[src/rtl/mult_share_pkg.sv]
// Shared types and helpers for the shared shift-and-add multiplier scheduler.
// Holds the scheduler state enum, default widths and the round-robin picker.
package mult_share_pkg;

    localparam int M_DEF  = 8;
    localparam int N_DEF  = 8;
    localparam int R_DEF  = 4;
    localparam int MAX_R  = 32;
    localparam int MAX_RW = 5;

    typedef enum logic [1:0] {
        IDLE,
        BUSY,
        DONE
    } state_t;

    // First set bit of valid, searching ptr, ptr+1, ... wrapping at r.
    // Returns -1 when no bit below r is set. ptr must be < r.
    function automatic int rr_next(
        input logic [MAX_R-1:0] valid,
        input int               ptr,
        input int               r
    );
        int idx;
        rr_next = -1;
        // Walk downwards so the smallest offset is the last one written.
        for (int k = MAX_R - 1; k >= 0; k--) begin
            if (k < r) begin
                idx = ptr + k;
                if (idx >= r) idx = idx - r;
                if (valid[MAX_RW'(idx)]) rr_next = idx;
            end
        end
    endfunction

endpackage

[src/rtl/shift_add_mult_core.sv]
// Iterative shift-and-add multiplier datapath, one multiplier bit per clock.
// Ports: clk, rst, start (load operands), a, b, done (last bit this cycle), product.
module shift_add_mult_core #(
    parameter int M = 8,
    parameter int N = 8
) (
    input  logic           clk,
    input  logic           rst,
    input  logic           start,
    input  logic [M-1:0]   a,
    input  logic [N-1:0]   b,
    output logic           done,
    output logic [M+N-1:0] product
);

    localparam int CW = (N > 1) ? $clog2(N) : 1;

    logic [M+N-1:0] acc;
    logic [M+N-1:0] a_sh;
    logic [N-1:0]   b_q;
    logic [CW-1:0]  cnt;
    logic           running;

    // High on the edge that consumes the final multiplier bit.
    assign done    = running && (cnt == CW'(N - 1));
    assign product = acc;

    always_ff @(posedge clk) begin
        if (rst) begin
            acc     <= '0;
            a_sh    <= '0;
            b_q     <= '0;
            cnt     <= '0;
            running <= 1'b0;
        end else if (start) begin
            acc     <= '0;
            a_sh    <= {{N{1'b0}}, a};
            b_q     <= b;
            cnt     <= '0;
            running <= 1'b1;
        end else if (running) begin
            // a_sh always equals A << cnt, so no barrel shifter is needed.
            if (b_q[cnt]) acc <= acc + a_sh;
            a_sh <= a_sh << 1;
            if (done) begin
                cnt     <= '0;
                running <= 1'b0;
            end else begin
                cnt <= cnt + 1'b1;
            end
        end
    end

endmodule

[src/rtl/mult_share_scheduler.sv]
// Round-robin scheduler sharing one shift-and-add multiplier among R requesters.
// Ports: req_valid/req_a/req_b/req_ready per requester; res_* tagged result; busy.
module mult_share_scheduler
    import mult_share_pkg::*;
#(
    parameter  int M    = M_DEF,
    parameter  int N    = N_DEF,
    parameter  int R    = R_DEF,
    localparam int ID_W = $clog2(R)
) (
    input  logic              clk,
    input  logic              rst,
    input  logic [R-1:0]      req_valid,
    input  logic [R*M-1:0]    req_a,
    input  logic [R*N-1:0]    req_b,
    output logic [R-1:0]      req_ready,
    output logic              res_valid,
    input  logic              res_ready,
    output logic [ID_W-1:0]   res_id,
    output logic [M+N-1:0]    res_product,
    output logic              busy
);

    state_t          state_q;
    state_t          state_d;
    logic [ID_W-1:0] rr_ptr_q;
    logic [ID_W-1:0] id_q;
    logic [ID_W-1:0] grant;
    logic            any_valid;
    logic            start;
    int              pick;

    logic [M-1:0]    a_arr [R];
    logic [N-1:0]    b_arr [R];

    logic            core_done;
    logic [M+N-1:0]  core_product;

    always_comb begin
        for (int k = 0; k < R; k++) begin
            a_arr[k] = req_a[k*M +: M];
            b_arr[k] = req_b[k*N +: N];
        end
    end

    always_comb begin
        pick      = rr_next(MAX_R'(req_valid), int'(rr_ptr_q), R);
        any_valid = (pick >= 0);
        grant     = any_valid ? ID_W'(pick) : '0;
    end

    // Accept only from IDLE; the handshake edge is the start edge.
    assign start = (state_q == IDLE) && any_valid;

    always_comb begin
        req_ready = '0;
        if (start) req_ready[grant] = 1'b1;
    end

    always_comb begin
        state_d = state_q;
        unique case (state_q)
            IDLE:    if (start) state_d = BUSY;
            BUSY:    if (core_done) state_d = DONE;
            DONE:    if (res_ready) state_d = IDLE;
            default: state_d = IDLE;
        endcase
    end

    always_ff @(posedge clk) begin
        if (rst) begin
            state_q  <= IDLE;
            rr_ptr_q <= '0;
            id_q     <= '0;
        end else begin
            state_q <= state_d;
            if (start) id_q <= grant;
            // Pointer moves past the owner only once its result is taken.
            if (state_q == DONE && res_ready) begin
                if (id_q == ID_W'(R - 1)) rr_ptr_q <= '0;
                else                      rr_ptr_q <= id_q + 1'b1;
            end
        end
    end

    shift_add_mult_core #(
        .M (M),
        .N (N)
    ) u_core (
        .clk     (clk),
        .rst     (rst),
        .start   (start),
        .a       (a_arr[grant]),
        .b       (b_arr[grant]),
        .done    (core_done),
        .product (core_product)
    );

    // The core accumulator is frozen outside BUSY, so it serves as the
    // result holding register while DONE waits on res_ready.
    assign busy        = (state_q != IDLE);
    assign res_valid   = (state_q == DONE);
    assign res_id      = res_valid ? id_q : '0;
    assign res_product = res_valid ? core_product : '0;

endmodule
[config.mk]
export PLATFORM = sky130hd
export DESIGN_NAME = mult_share_scheduler
export DESIGN_NICKNAME = d
export VERILOG_FILES = /design/src/rtl/mult_share_pkg.sv /design/src/rtl/shift_add_mult_core.sv /design/src/rtl/mult_share_scheduler.sv
export SDC_FILE = /design/constraint.sdc
export NUM_CORES = 1
export LEC_CHECK = 0
export BUFFER_PORTS_ARGS = -buffer_cell sky130_fd_sc_hd__clkbuf_2
export CAP_MARGIN = 40
export CORE_MARGIN = 5
export CORE_UTILIZATION = 50
export DETAILED_ROUTE_END_ITERATION = 16
export PLACE_DENSITY = 0.81
export SETUP_SLACK_MARGIN = 0.3
export SYNTH_ARGS = -nofsm -noshare
export SYNTH_HDL_FRONTEND = slang
export SYNTH_SLANG_ARGS = --single-unit
export TNS_END_PERCENT = 30
[constraint.sdc]
create_clock -name clk -period 5.71 [get_ports clk]
set_input_delay 0.2855 -clock clk [delete_from_list [all_inputs] [get_ports clk]]
set_output_delay 0.2855 -clock clk [all_outputs]
set_load 0.01 [all_outputs]
# Word-level counts from Yosys, hierarchy flattened
# Index checks and enable logic that the tools add are counted.
[op_classes]
n_bitwise = 1
n_eq_ne = 7
reduce_logical = 10
order_cmp = 13
add_sub_neg = 10
muxes = 45
[ops]
columns = ["operator", "count"]
rows = [
  ["32-bit 2-to-1 mux", 8],
  ["8-bit 2-to-1 mux", 6],
  ["8-bit binary-select mux with 2-bit select", 2],
  ["32-bit by 1-bit greater-or-equal comparator with 1-bit output (second input constant)", 1],
  ["5-bit by 7-bit less-than comparator with 1-bit output (second input constant)", 4],
  ["1-bit binary-select mux with 5-bit select", 4],
  ["16-bit adder", 1],
  ["16-bit 2-to-1 mux", 1],
  ["1-bit 2-to-1 mux", 13],
  ["3-bit greater-or-equal comparator (second input constant)", 4],
  ["2-bit 2-to-1 mux", 6],
  ["3-bit by 3-bit subtractor with 4-bit output (second input constant)", 3],
  ["2-bit by 2-bit adder with 3-bit output (second input constant)", 2],
  ["2-bit one-hot mux with 3 select lines", 1],
  ["2-bit == test (second input constant)", 2],
  ["1-bit logical AND", 4],
  ["3-bit by 4-bit less-than comparator with 1-bit output (second input constant)", 1],
  ["4-bit 2-to-1 mux", 1],
  ["2-bit != test (second input constant)", 2],
  ["2-bit nonzero test", 2],
  ["2-bit by 3-bit subtractor with 4-bit output (second input constant)", 1],
  ["2-bit by 1-bit adder with 3-bit output (second input constant)", 1],
  ["3-bit by 1-bit adder with 3-bit output (second input constant)", 1],
  ["1-bit binary-select mux with 3-bit select", 1],
  ["other kinds (14)", 14],
]
[totals]
in_bits = 71
elab_cells = 95
output_inout_bits = 24
ff_bits = 50

# Longest topological paths before layout
# Gate-level depths: netlist of the first run.
[logic_depth]
depth_word = 17
ltp_mapped = 14
mapped_depth_nobuf = 10

# Hierarchy
# From an unflattened synthesis of the first run, not the netlist that was laid out.
[hier_totals]
cells_unflattened = 605
hier_area_um2 = 4673.2
[modules_own_cells]
columns = ["mod", "cells_per_inst", "area_each_um2", "instances", "seq_area_each_um2"]
rows = [
  ["shift_add_mult_core", 285, 2476.1, 1, 880.8],
  ["mult_share_scheduler", 320, 2197.1, 1, 120.1],
]

# Least setup slack after synthesis of the first run
# Ideal clock, no wire load.
[synth_path]
path_kind = "flip-flop to flip-flop"
from = "register rr_ptr_q[0]"
to = "register u_core.b_q[7]"
synth_period_minus_slack_ps = 3203
setup_time_ps = 122
path_stages_with_launch = 13
arrival_ps = 3081
slack_ps = 2507
path_cell_list = "dfxtp_1 -> buf_4 -> inv_1 -> ha_1 -> buf_2 -> mux4_2 -> nand2_2 -> o22a_1 -> buf_6 -> a2bb2oi_4 -> buf_6 -> mux2_4 -> a221o_1"
[synth_via]
elab_chain_cells = 16
word_cells_on_any_way = 38
cone_classes = "add/sub: 7; order compare: 5; mux: 24; bitwise: 1; reduce/logical: 1"
[synth_lines]
columns = ["element", "line_no", "source"]
rows = [
  ["start: declaration", "mult_share_scheduler.sv:26", "logic [ID_W-1:0] rr_ptr_q;"],
  ["start signal: assignment", "mult_share_scheduler.sv:81", "else rr_ptr_q <= id_q + 1'b1;"],
  ["2-bit by 2-bit adder with 3-bit output", "mult_share_pkg.sv:29", "idx = ptr + k;"],
  ["3-bit by 3-bit subtractor with 4-bit output or 3-bit greater-or-equal comparator (tied branches)", "mult_share_pkg.sv:30", "if (idx >= r) idx = idx - r;"],
  ["32-bit 2-to-1 mux", "mult_share_pkg.sv:30", ""],
  ["1-bit binary-select mux with 5-bit select", "mult_share_pkg.sv:31", "if (valid[MAX_RW'(idx)]) rr_next = idx;"],
  ["1-bit 2-to-1 mux (implied by the code) (2 in series)", "mult_share_pkg.sv:31", ""],
  ["32-bit 2-to-1 mux (3 in series)", "mult_share_pkg.sv:31", ""],
  ["32-bit 2-to-1 mux *", "mult_share_pkg.sv:31", ""],
  ["32-bit by 1-bit greater-or-equal comparator with 1-bit output", "mult_share_scheduler.sv:48", "any_valid = (pick >= 0);"],
  ["2-bit 2-to-1 mux", "mult_share_scheduler.sv:49", "grant = any_valid ? ID_W'(pick) : '0;"],
  ["2-bit NOT with 3-bit output (implied by the code)", "mult_share_scheduler.sv:94", ".b (b_arr[grant]),"],
  ["8-bit binary-select mux with 2-bit select", "mult_share_scheduler.sv:94", ""],
  ["8-bit 2-to-1 mux (implied by the code) (2 in series)", "mult_share_scheduler.sv:94", ""],
  ["end signal: assignment", "shift_add_mult_core.sv:32", "b_q <= '0;"],
  ["end signal: assignment", "shift_add_mult_core.sv:38", "b_q <= b;"],
  ["end: declaration", "shift_add_mult_core.sv:20", "logic [N-1:0] b_q;"],
]
# Every way passes the cells marked *; elsewhere a longest branch is shown, timed or not. The select of a mux whose other input is x is not followed.
# A chain may end at the register's enable or synchronous reset.

# Worst setup path after layout of the first run
[layout_path]
from = "register rr_ptr_q[0]"
to = "output req_ready[1]"
[layout_via]
elab_chain_cells = 17
word_cells_on_any_way = 40
cone_classes = "add/sub: 7; order compare: 7; mux: 24; reduce/logical: 2"
[layout_lines]
columns = ["element", "line_no", "source"]
rows = [
  ["2-bit by 2-bit adder with 3-bit output", "mult_share_pkg.sv:29", ""],
  ["3-bit by 3-bit subtractor with 4-bit output or 3-bit greater-or-equal comparator (tied branches)", "mult_share_pkg.sv:30", ""],
  ["32-bit 2-to-1 mux", "mult_share_pkg.sv:30", ""],
  ["1-bit binary-select mux with 5-bit select", "mult_share_pkg.sv:31", ""],
  ["1-bit 2-to-1 mux (implied by the code) (2 in series)", "mult_share_pkg.sv:31", ""],
  ["32-bit 2-to-1 mux (3 in series)", "mult_share_pkg.sv:31", ""],
  ["32-bit 2-to-1 mux *", "mult_share_pkg.sv:31", ""],
  ["32-bit by 1-bit greater-or-equal comparator with 1-bit output", "mult_share_scheduler.sv:48", ""],
  ["2-bit 2-to-1 mux", "mult_share_scheduler.sv:49", ""],
  ["2-bit by 3-bit less-than comparator with 1-bit output (implied by the code) or 2-bit by 1-bit greater-or-equal comparator with 1-bit output (tied branches)", "mult_share_scheduler.sv:57", "if (start) req_ready[grant] = 1'b1;"],
  ["1-bit logical AND (implied by the code)", "mult_share_scheduler.sv:57", ""],
  ["1-bit 2-to-1 mux (implied by the code)", "mult_share_scheduler.sv:57", ""],
  ["1-bit demux with 2-bit select", "mult_share_scheduler.sv:57", ""],
  ["4-bit 2-to-1 mux *", "mult_share_scheduler.sv:57", ""],
  ["end: declaration", "mult_share_scheduler.sv:16", "output logic [R-1:0] req_ready,"],
]
# Marks and branches as above.

==> summary.md, run 1 <==
| Metric | Value |
|---|---|
| Result of the run | completed |
| Core Rows | 31 |
| Wire length of the first global-routing pass | 15200 um |
| Root Buffer Master | clkbuf_8 |
| Post-CTS setup buffer count | 0 |
| Clock slew seen by the registers of the worst setup and hold paths | ~0.090 ns |
| Number of distinct library cells after synthesis | roughly 60 |
| Via total after detailed routing | 3517 |
| Vias per cell | 5.78 |
| Hold bufs inserted after CTS | 0 |
| Syn avg cell area | 8.57 um^2 |
| Predominant post-synthesis flop cell | dfxtp_1 |
| Wire length per cell | 15.0 um |
| Multi-input combinational cell area | around 2500 um^2 |
| Final hold viol count | 0 |
| Post-Route WL | 9130 um |
| Cell area after synthesis | 3660 um^2 |
| Core area | 7180 um^2 |
| Layout-stage area growth over the synthesis result | 17.2% |
| Share of the core filled with cells in the final layout | 59.8% |
| Kind of path behind the tightest hold check | primary input to register |
| Antenna violations before repair | 0 |
| Clock insertion delay at the later pin of the skew report | 0.30 ns |
| Kind of cell adding the most delay to the critical path | compound AO/OA/AOI/OAI gates |
| Required time of the worst setup path | about 5.4 ns |
| Synth top area share | 27.3% |
| Number of nets still failing antenna checks after routing | 0 |
| Half-perimeter wire length after placement | between 7000 and 8000 um |
| Global route total overflow | 0 |
| Arrival time of data at the critical path endpoint | 3.75 ns |
| Power Dens Cells | 173 nW/um^2 |
| Slowest stage cell on the critical path | dfxtp_1 |
| Antenna Diode Count | 0 |
| # nets final | just over 600 |
| Quantity of I/O buffers inserted on ports | 94 |
| Delay of the slowest cell on the worst path | 0.79 ns |
| Worst setup skew after layout | 0.00755 ns |
| Accumulated negative setup slack | 0 ns |
| RSZ-0062 raised after global routing | no |
| Total Power | 0.743 mW |
| Maximum number of buffers from clock root to sink | 2 |
| Number of synthesized flops with an enable pin | 0 |
| Worst path cell trace | inv_1 -> ha_1 -> mux4_2 -> nand2_2 -> o22a_1 -> a2bb2oi_4 -> nor3_1 -> clkbuf_2 |
| Syn Nets | 522 |
| Height of the die | about 96 um |
| Gate Count Post-Synth | 427 |
| Share of the clock period used by the worst path after layout | between 70% and 80% |
| Biggest area consumer among synthesized cells | dfxtp_1 |
| Number of buffer and inverter instances along the worst setup path | 2 |
| Leakage power | 1.90 nW |
| DIE AREA | 9130 um^2 |
| Layout fillers | 645 |
| Iteration-0 DRC Markers | ~110 |
| Max H-tree Level | 2 |
| Kind of critical path | register to output port |
| Type of origin of the critical path | register |
| Via count of the first global-routing pass | 3425 |
| Pre-Repair DR Iteration Count | 4 |
| Proportion of synthesized chip area in sequential cells | between 20% and 30% |
| Leading cell types by total area after synthesis | dfxtp_1 (27%), ha_1 (7.9%), mux2i_1 (6.8%), nor2_1 (4.4%), a221o_1 (4.1%) |
| Final setup violation count | 0 |
| Num CTS Buffers | 5 |
| Worst Setup End Kind | output port |
| Post-cts resize count | 0 |
| Register bit total from synthesis | 50 |
| Largest net degree at the start of global routing | 27 |
| Slew of the pin with the lowest slew margin | 0.741 ns |
| Global Route Usage Sum | between 20% and 30% |
| Min cycle time layout | 4.04 ns |
| Top-Level Pins | between 90 and 100 |
| Chip Width | 95.6 um |
| Maximum frequency from static timing analysis | between 200 and 250 MHz |
| Fraction of registers with async set/reset | 0% |
| Layout cells sized above 1 | between 20% and 30% |
| Worst relative slew slack | 50.3% |
| Warning count from the yosys run | 0 |
| Worst VDD drop | 0.0811 mV |
| Num Clock Sinks | 50 |
| Routability-driven placement congestion ratio | 0.929 |
| Reg area | 1000 um^2 |
| Starting Density | 51.0% |
| Placement-stage cell area | 4200 um^2 |
| Count of pins over their slew limit | 0 |
| Drt drc | 0 |
| CTS tree | done |
| Final Instance Area | ~4300 um^2 |
| Max-capacitance violation count | 0 |
| Max Fanout on Critical Path | 26 |
state kept, by name (all words and copies together) (netlist names):
name / count
state_q: 2
u_core.a_sh: 16
id_q: 2
u_core.running: 1
rr_ptr_q: 2
u_core.b_q: 8
u_core.product: 16
u_core.cnt: 3
report_power, final:
| group | internal (mW) | switching, mW | total (mW) |
|---|---|---|---|
| logic | 0.0748 | 0.0796 | 0.154 |
| registers | 0.363 | 0.0124 | 0.375 |
| clock network | 0.0887 | 0.125 | 0.213 |
stage by stage:
step           setup WS (ns)  std cells  hold slack, ns
3_3_place_gp            1.91        599           0.451
4_1_cts                 1.67        609           0.259
6_report                1.67        609           0.261
5_1_grt                 1.36        609           0.297
3_5_place_dp            1.74        601           0.464
2_1_floorplan           2.51        427           0.434
per-layer routing:
metal / routed length (um) / GRT usage [%] / vias to the layer above
li1: - / - / 1759
met1: 3680 / 25.2 / 1656
met2: 4900 / 36.8 / 94
met3: 477 / 3.08 / 8
met4: 72 / 5.45 / 0
met5: 0 / 0 / -
synth_stat cells (2+ instances only):
master / count
a21o_1: 3
o31a_1: 2
nor2b_1: 9
a211o_1: 3
mux2i_1: 25
xor2_1: 4
nand2_1: 26
clkbuf_1: 14
o211ai_1: 4
a31oi_1: 2
a221o_1: 15
nand2b_1: 6
o22ai_1: 16
ha_1: 23
buf_1: 3
a22o_1: 7
a221oi_1: 2
nor2_1: 43
a211oi_1: 12
a21oi_1: 27
mux4_2: 4
nand3_1: 5
or3_1: 2
dfxtp_1: 50
o21a_1: 4
mux2_2: 11
o21ai_1: 3
xnor2_1: 6
inv_1: 8
nand4_1: 2
mux2_4: 2
nor3_1: 16
buf_2: 2
buf_6: 3
or2_2: 4
o21ai_0: 14
nand3b_1: 2
a41oi_1: 2
and2_1: 21
tightest hold or removal path, stage by stage:
cell      delay (ns)
clkbuf_2        0.10
nand3_1         0.07
a21oi_1         0.06
cells in the final DEF, fill, tap and decap left out, drive strengths merged, types with 4 or more instances in the layout:
cell	n
a211oi	12
a21oi	27
a221o	15
a22o	7
and2	21
buf	4
clkbuf	99
dfxtp	50
ha	23
inv	10
mux2	13
mux2i	26
mux4	4
nand2	27
nand2b	6
nand3	5
nor2	43
nor2b	9
nor3	16
o211ai	4
o21a	4
o21ai	17
o22ai	16
or2	4
xnor2	6
xor2	4
cell type report:
cell class              instances  area share [%]
clock buffers                   5            1.60
repair buffers                 98            12.3
clock inverters                 3           0.583
well taps                      99            2.89
inverters                      10           0.875
flip-flops and latches         50            23.3
multi-input cells             344            58.4
kinds of logic after synthesis:
logic type | synth area share [%]
AOI/OAI and AO/OA | 25.1
xor gates and xnor gates | 2.39
adders and majority gates | 8.41
buffers and inverters | 4.17
DFF | 27.3
muxes | 14.1
and+or+nand+nor | 18.5
worst paths after layout:
kind	depth (start not counted)	slack [ns]	endpoint	start
min	3	0.26	rr_ptr_q[1]	res_ready
max	8	1.67	req_ready[1]	rr_ptr_q[0]
min reg2reg	2	0.48	u_core.product[4]	u_core.product[4]
max reg2reg	8	1.74	u_core.b_q[1]	rr_ptr_q[0]
Power figures use the tool's default switching activity.
==> run 2, diff against run 1 <==
- ABC_AREA: not set -> 1
- clock period: 5.71 -> 4.1 ns (I/O delays scaled with it)
==> run 2 against run 1 <==
Wire length up 7.6%. Synthesized cell count rose by 32%. Setup slack lost 0.98 ns. Worst hold slack worse by 0.11 ns. Register-to-register slack worse by 0.76 ns. Final cell count increased by 22%. Global-route usage up 1.5 points. Sequential power rose by 42%.
==> summary.md, run 2 <==
| Metric | Value |
|---|---|
| Type of origin of the critical path | register |
| Predominant post-synthesis flop cell | dfxtp_1 |
| Kind of critical path | register to output port |
| Global Route Usage Sum | 22.0% (+1.5 points) |
| Half-perimeter wire length after placement | 7610 um (+5.4%) |
| Chip Width | 95.7 um (+0.12%) |
| Routability-driven placement congestion ratio | 0.887 (-4.5%) |
| Share of the clock period used by the worst path after layout | between 80% and 90% |
| Worst relative slew slack | 51.6% (+1.4 points) |
| Wire length of the first global-routing pass | 16400 um (+8.1%) |
| Reg-to-Reg Start | rr_ptr_q[0] |
| Number of nets still failing antenna checks after routing | 0 (unchanged) |
| Result of the run | completed |
| Accumulated negative setup slack | 0 ns (unchanged) |
| Cell area after synthesis | 3670 um^2 (+0.27%) |
| Quantity of I/O buffers inserted on ports | 94 (unchanged) |
| Delay of the slowest cell on the worst path | 0.54 ns (-0.25 ns) |
| Layout cells sized above 1 | 18.7% (-7.4 points) |
| Hold bufs inserted after CTS | 0 (unchanged) |
| Proportion of synthesized chip area in sequential cells | 27.3% (-0.075 points) |
| Most frequently used cell type in the post-synthesis netlist | nand2_1 |
| Number of distinct library cells after synthesis | 34 (-42%) |
| Height of the die | 95.7 um (+0.12%) |
| Min-Delay Endpoint | state_q[0] |
| Root Buffer Master | clkbuf_8 |
| Kind of cell adding the most delay to the critical path | simple AND/OR/NAND/NOR gates |
| Via total after detailed routing | 4081 (+16%) |
| Power Dens Cells | 252 nW/um^2 (+45%) |
| Pre-Repair DR Iteration Count | 5 (+1) |
| Starting Density | 50.9% (-0.14 points) |
| Number of synthesized flops with an enable pin | 0 (unchanged) |
| Maximum number of buffers from clock root to sink | 2 (unchanged) |
| Worst path cell trace | inv_2 -> ha_1 -> inv_1 -> nand3_1 -> nand3_2 -> nand2_1 -> nand3_2 -> nand3_4 -> nand2_1 -> a21oi_1 -> clkbuf_2 |
| Instance count along the most critical hold path | 2 (-1) |
| Post-Route WL | 9820 um (+7.6%) |
| # nets final | 736 (+22%) |
| Biggest area consumer among synthesized cells | dfxtp_1 |
| Vias per cell | 5.51 (-4.6%) |
| Worst VDD drop | 0.155 mV (+92%) |
| Endpoint of the most critical register-to-register path | u_core.product[13] |
| Register bit total from synthesis | 50 (unchanged) |
| Syn Nets | 660 (+26%) |
| Slowest stage cell on the critical path | dfxtp_1 |
| Clock slew seen by the registers of the worst setup and hold paths | 0.09 ns (about the same) |
| DIE AREA | 9160 um^2 (+0.24%) |
| Worst setup skew after layout | 0.00964 ns (+0.00208 ns) |
| Count of pins over their slew limit | 0 (unchanged) |
| Min cycle time layout | around 3.4 ns |
| Antenna Diode Count | 0 (unchanged) |
| Highest-count cells in the layout ignoring fill and taps | nand2_1 (126), clkbuf_2 (94), nand3_1 (73) |
| Antenna violations before repair | 0 (unchanged) |
| Fraction of registers with async set/reset | 0% (unchanged) |
| Iteration-0 DRC Markers | 238 (+110%) |
| Origin of the worst min-delay path | rst |
| Core Rows | 31 (unchanged) |
| Max H-tree Level | 2 (unchanged) |
| Largest net degree at the start of global routing | 37 (+37%) |
| Leading cell type in the layout, fill and taps excluded | nand2_1 |
| Drt drc | 0 (unchanged) |
| Warning count from the yosys run | 0 (unchanged) |
| Kind of path behind the tightest hold check | primary input to register |
| Final hold viol count | 0 (unchanged) |
| Via count of the first global-routing pass | 3787 (+11%) |
| Num CTS Buffers | 5 (unchanged) |
| Arrival time of data at the critical path endpoint | 3.20 ns (-0.55 ns) |
| Post-cts resize count | 0 (unchanged) |
| Max-capacitance violation count | 0 (unchanged) |
| Layout-stage area growth over the synthesis result | 15.4% |
| Final setup violation count | 0 (unchanged) |
| Synth top area share | 27.3% (-0.075 points) |
| Global route total overflow | 0 (unchanged) |
| Post-Route Hold Slack | 0.152 ns (-0.110 ns) |
| RSZ-0062 raised after global routing | no |
| Slew of the pin with the lowest slew margin | 0.724 ns (-0.0177 ns) |
| Depth of the most critical reg-to-reg path | 11 (+3) |
| Internal reg-to-reg setup slack | 0.98 ns (-0.76 ns) |
| Worst Setup End Kind | output port |
| Gate Count Post-Synth | 565 (+32%) |
| Max Fanout on Critical Path | 34 (+31%) |
| Num Clock Sinks | 50 (unchanged) |
| Leading cell types by count after synthesis | nand2_1 (126), nand3_1 (73), inv_1 (53) |
| Post-CTS setup buffer count | 0 (unchanged) |
| Clock insertion delay at the later pin of the skew report | 0.30 ns (about the same) |
| Maximum frequency from static timing analysis | 294 MHz |
| Syn avg cell area | 6.50 um^2 (-24%) |
| Layout fillers | 713 (+11%) |
| Core area | 7210 um^2 (+0.54%) |
| Wire length per cell | 13.3 um (-12%) |
| CTS tree | done |
| Leading cell types by total area after synthesis | dfxtp_1 (27%), nand2_1 (13%), nand3_1 (10%), ha_1 (7.8%), a21oi_1 (6.8%) |
| Required time of the worst setup path | 3.89 ns (-1.53 ns) |
| Top-Level Pins | 95 (unchanged) |
| Number of buffer and inverter instances along the worst setup path | 3 (+1) |
| Leakage power | 2.08 nW (+9.6%) |
## run 2: cell count changes in the layout (fill, tap and decap cells not counted), moves of 9 or more
cell | previous run | this run
mux2_2 | 11 | 0
o21ai_0 | 14 | 38
o22ai_1 | 16 | 1
a221o_1 | 15 | 0
inv_1 | 8 | 53
nor3_1 | 16 | 3
nor2b_1 | 9 | 0
a21oi_1 | 27 | 50
nand3_1 | 5 | 73
a211oi_1 | 12 | 3
mux2i_1 | 25 | 1
and2_1 | 21 | 0
nand2_1 | 26 | 126
nand4_1 | 2 | 33
## run 2: cell families after synthesis
| group | count (synthesis) | share of synthesized area [%] |
|---|---|---|
| fa+ha+maj | 24 | 8.38 |
| buf+inv | 84 | 9.71 |
| flops | 50 | 27.3 |
| xor+xnor | 12 | 2.86 |
| mux | 1 | 0.273 |
| simple gates | 294 | 37.1 |
| compound gates | 100 | 14.4 |
## run 2: worst max-delay path by stage
stage,start,endpoint,depth (start not counted)
global placement,rr_ptr_q[0],req_ready[0],11
floorplan,rr_ptr_q[0],req_ready[1],11
global route,rr_ptr_q[0],req_ready[0],11
finish,rr_ptr_q[0],req_ready[0],11
detailed placement,rr_ptr_q[0],req_ready[0],11
CTS,rr_ptr_q[0],req_ready[0],11
## run 2: power breakdown
group	internal (mW)	switching, mW
Sequential	0.510	0.0232
Clock	0.140	0.167
Combinational	0.0865	0.138
Total	0.737	0.329
## run 2: metal layers
metal	vias up	part of all wire, %	track usage [%]
met5	-	0	0
met4	0	1.5	5.21
met3	13	8.0	3.79
met2	186	46	36.8
met1	1823	45	29.3
li1	2059	-	-
## run 2: area by class of cell
class	instances	area (um^2)	share of cell area, %
Clock inverter	1	8.76	0.207
Timing Repair Buffer	95	478	11.3
Sequential cell	50	1000	23.6
Clock buffer	7	86.3	2.04
Multi-Input combinational cell	432	2320	54.9
Tap cell	99	124	2.92
Inverter	57	214	5.05
## run 2: metrics by stage
step / instances / cell area [um^2] / power (mW) / worst slack [ns] / util (%)
global placement: 732 / 4130 / 0.759 / 0.992 / 57.2
global route: 741 / 4240 / 1.12 / 0.376 / 58.7
floorplan: 565 / 3670 / 0.694 / 1.85 / -
detailed placement: 732 / 4130 / 0.766 / 0.884 / 57.2
CTS: 740 / 4230 / 1.07 / 0.542 / 58.6
finish: 741 / 4240 / 1.07 / 0.698 / 58.7
==> run 3, diff against run 2 <==
- CORE_UTILIZATION: 50 -> 49
- PLACE_DENSITY: 0.81 -> 0.83
- clock period: 4.1 -> 3 ns (I/O delays scaled with it)
==> run 3 against run 2 <==
Clock-buffer cell count fell by 2. Sequential power rose by 36%. Register-to-register slack got worse by 0.43 ns. Setup slack got worse by 0.26 ns. Total power rose by 46%. Combinational power rose by 51%. Clock skew fell by 0.0058 ns. Die area rose by 1.8%. First-iteration DRC count rose by 43%. Design area rose by 3.2%. Clock power rose by 59%. Core utilization rose by 1.2 points.
==> summary.md, run 3 (synthesis gave the netlist of run 2 again) <==
| Metric | Value |
|---|---|
| Result of the run | completed |
| Clock slew seen by the registers of the worst setup and hold paths | 0.10 ns (about the same) |
| Worst setup skew after layout | 0.00380 ns (-0.00584 ns) |
| Hold bufs inserted after CTS | 0 (unchanged) |
| Core Rows | 31 (unchanged) |
| Arrival time of data at the critical path endpoint | 2.41 ns (-0.79 ns) |
| Setup slack of the critical path after layout | 0.438 ns (-0.260 ns) |
| Iteration-0 DRC Markers | 340 (+43%) |
| Internal Dissipation | 1.08 mW (+47%) |
| Share of the core filled with cells in the final layout | 59.9% (+1.2 points) |
| Wire length of the first global-routing pass | 18100 um (+10%) |
| Final Instance Area | 4370 um^2 (+3.2%) |
| Register share of total power | 46.7% (-3.4 points) |
| Slowest stage cell on the critical path | dfxtp_2 |
| Switching component of the power | 0.474 mW (+44%) |
| Final standard cell count with taps included and fillers excluded | 754 (+1.8%) |
| Antenna Diode Count | 0 (unchanged) |
| Starting Density | 50.3% (-0.54 points) |
| Worst-case setup slack after placement | 0.450 ns (-0.433 ns) |
| Kind of critical path | register to output port |
| Worst relative slew slack | 55.9% (+4.3 points) |
| Number of nets still failing antenna checks after routing | 0 (unchanged) |
| Global route total overflow | 0 (unchanged) |
| Core area | 7290 um^2 (+1.1%) |
| Min cycle time layout | 2.56 ns |
| Logic pwr share | 21.9% (+0.8 points) |
| Top-Level Pins | 95 (unchanged) |
| Routability-driven placement congestion ratio | 0.926 (+4.4%) |
| Global Route Usage Sum | 24.3% (+2.3 points) |
| Largest net degree at the start of global routing | 33 (-11%) |
| Antenna violations before repair | 0 (unchanged) |
| Delay of the slowest cell on the worst path | 0.40 ns (-0.14 ns) |
| Half-perimeter wire length after placement | 8100 um (+6.5%) |
| CTS tree | done |
| Post-Route Hold Slack | 0.106 ns (-0.0452 ns) |
| Post-Route WL | 10800 um (+9.7%) |
| Maximum number of buffers from clock root to sink | 2 (unchanged) |
| Max H-tree Level | 2 (unchanged) |
| Fraction of power spent switching nets | 30.5% (-0.34 points) |
| Count of pins over their slew limit | 0 (unchanged) |
| Highest-count cells in the layout ignoring fill and taps | nand2_1 (126), clkbuf_2 (94), nand3_1 (73) |
| Wire length per cell | 14.3 um (+7.8%) |
| Slew of the pin with the lowest slew margin | 0.658 ns (-0.0651 ns) |
| Worst Setup End Kind | output port |
| Via total after detailed routing | 4228 (+3.6%) |
| Num Clock Sinks | 50 (unchanged) |
| DIE AREA | 9320 um^2 (+1.8%) |
| Maximum frequency from static timing analysis | 390 MHz |
| Placement-stage cell area | 4170 um^2 (+0.91%) |
| Root Buffer Master | clkbuf_8 |
| Final hold viol count | 0 (unchanged) |
| Leakage power | 2.15 nW (+3.3%) |
| Accumulated negative setup slack | 0 ns (unchanged) |
| Layout cells sized above 1 | 21.1% (+2.4 points) |
| RSZ-0062 raised after global routing | no |
| Origin of the worst min-delay path | rst |
| Leading cell type in the layout, fill and taps excluded | nand2_1 |
| Num CTS Buffers | 5 (unchanged) |
| Drt drc | 0 (unchanged) |
| Max Fanout on Critical Path | 13 (-62%) |
| Chip Width | 96.6 um (+0.91%) |
| Share of the clock period used by the worst path after layout | 85.4% |
| Total Power | 1.55 mW (+46%) |
| Vias per cell | 5.61 (+1.8%) |
| Power Dens Cells | 356 nW/um^2 (+41%) |
| Worst VDD drop | 0.231 mV (+49%) |
| Final setup violation count | 0 (unchanged) |
| Via count of the first global-routing pass | 4021 (+6.2%) |
| Layout-stage area growth over the synthesis result | 19.0% |
| Pre-Repair DR Iteration Count | 6 (+1) |
| Required time of the worst setup path | 2.85 ns (-1.04 ns) |
| Kind of cell adding the most delay to the critical path | simple AND/OR/NAND/NOR gates |
| Quantity of I/O buffers inserted on ports | 94 (unchanged) |
| Height of the die | 96.6 um (+0.91%) |
| Total placed cells including tap cells | 737 (+0.68%) |
| Type of origin of the critical path | register |
| Number of buffer and inverter instances along the worst setup path | 3 (unchanged) |
| Worst path cell trace | inv_1 -> ha_1 -> inv_1 -> nand3_1 -> nand3_2 -> nand2_1 -> nand3_2 -> nand3_4 -> nand2_1 -> a21oi_1 -> clkbuf_2 |
| Proportion of power drawn by the clock network | 31.4% (+2.6 points) |
| Timing startpoint of the critical path | rr_ptr_q[1] |
| Kind of path behind the tightest hold check | primary input to register |
| # nets final | 749 (+1.8%) |
| Reg-to-Reg Start | rr_ptr_q[1] |
| Clock insertion delay at the later pin of the skew report | 0.30 ns (about the same) |
| Max-capacitance violation count | 0 (unchanged) |
## run 3: worst reg2reg max path: stages (launching register included)
cell and delay (ns):
dfxtp_2 0.40, inv_1 0.11, ha_1 0.37, inv_1 0.08, nand3_1 0.10, nand3_2 0.13
nand3_4 0.18, nand2_4 0.16, nor2_1 0.55, nand3_1 0.22, nand2_1 0.10
## run 3: power groups by stage
stage          Combinational, mW  Clock [mW]  Sequential (mW)
2_1_floorplan              0.219           0            0.730
3_3_place_gp               0.306           0            0.740
3_5_place_dp               0.314           0            0.741
4_1_cts                    0.323       0.493            0.726
5_1_grt                    0.381       0.524            0.730
6_report                   0.340       0.487            0.726
## run 3: final timing paths
kind / to / slack [ns] / depth (start not counted)
worst max-delay path: req_ready[0] / 0.44 / 11
worst min-delay path: u_core.a_sh[0] / 0.11 / 2
worst max register to register: u_core.b_q[4] / 0.55 / 10
worst min register to register: u_core.b_q[5] / 0.46 / 2
## run 3: metal layers
| layer | routed length, um | vias to the layer above | track usage [%] | part of all wire (%) |
|---|---|---|---|---|
| met2 | 5190 | 207 | 41.7 | 48 |
| met4 | 208 | 0 | 7.24 | 1.9 |
| li1 | - | 2084 | - | - |
| met1 | 4480 | 1909 | 31.0 | 42 |
| met3 | 907 | 28 | 4.18 | 8.4 |
| met5 | 0 | - | 0 | 0 |
## run 3: repair_timing
action,4_1_cts,5_1_grt
buffers inserted,2,6
gates cloned,1,0
pin swaps,1,0
gates resized for setup,3,3
setup endpoints to repair,4,6
## run 3: final cells by class
cell class | count | area [um^2]
inverters | 57 | 218
fillers | 730 | 2920
flip-flops and latches | 50 | 1010
multi-input cells | 432 | 2330
repair buffers | 108 | 576
well taps | 99 | 124
clock inverters | 3 | 43.8
clock buffers | 5 | 68.8
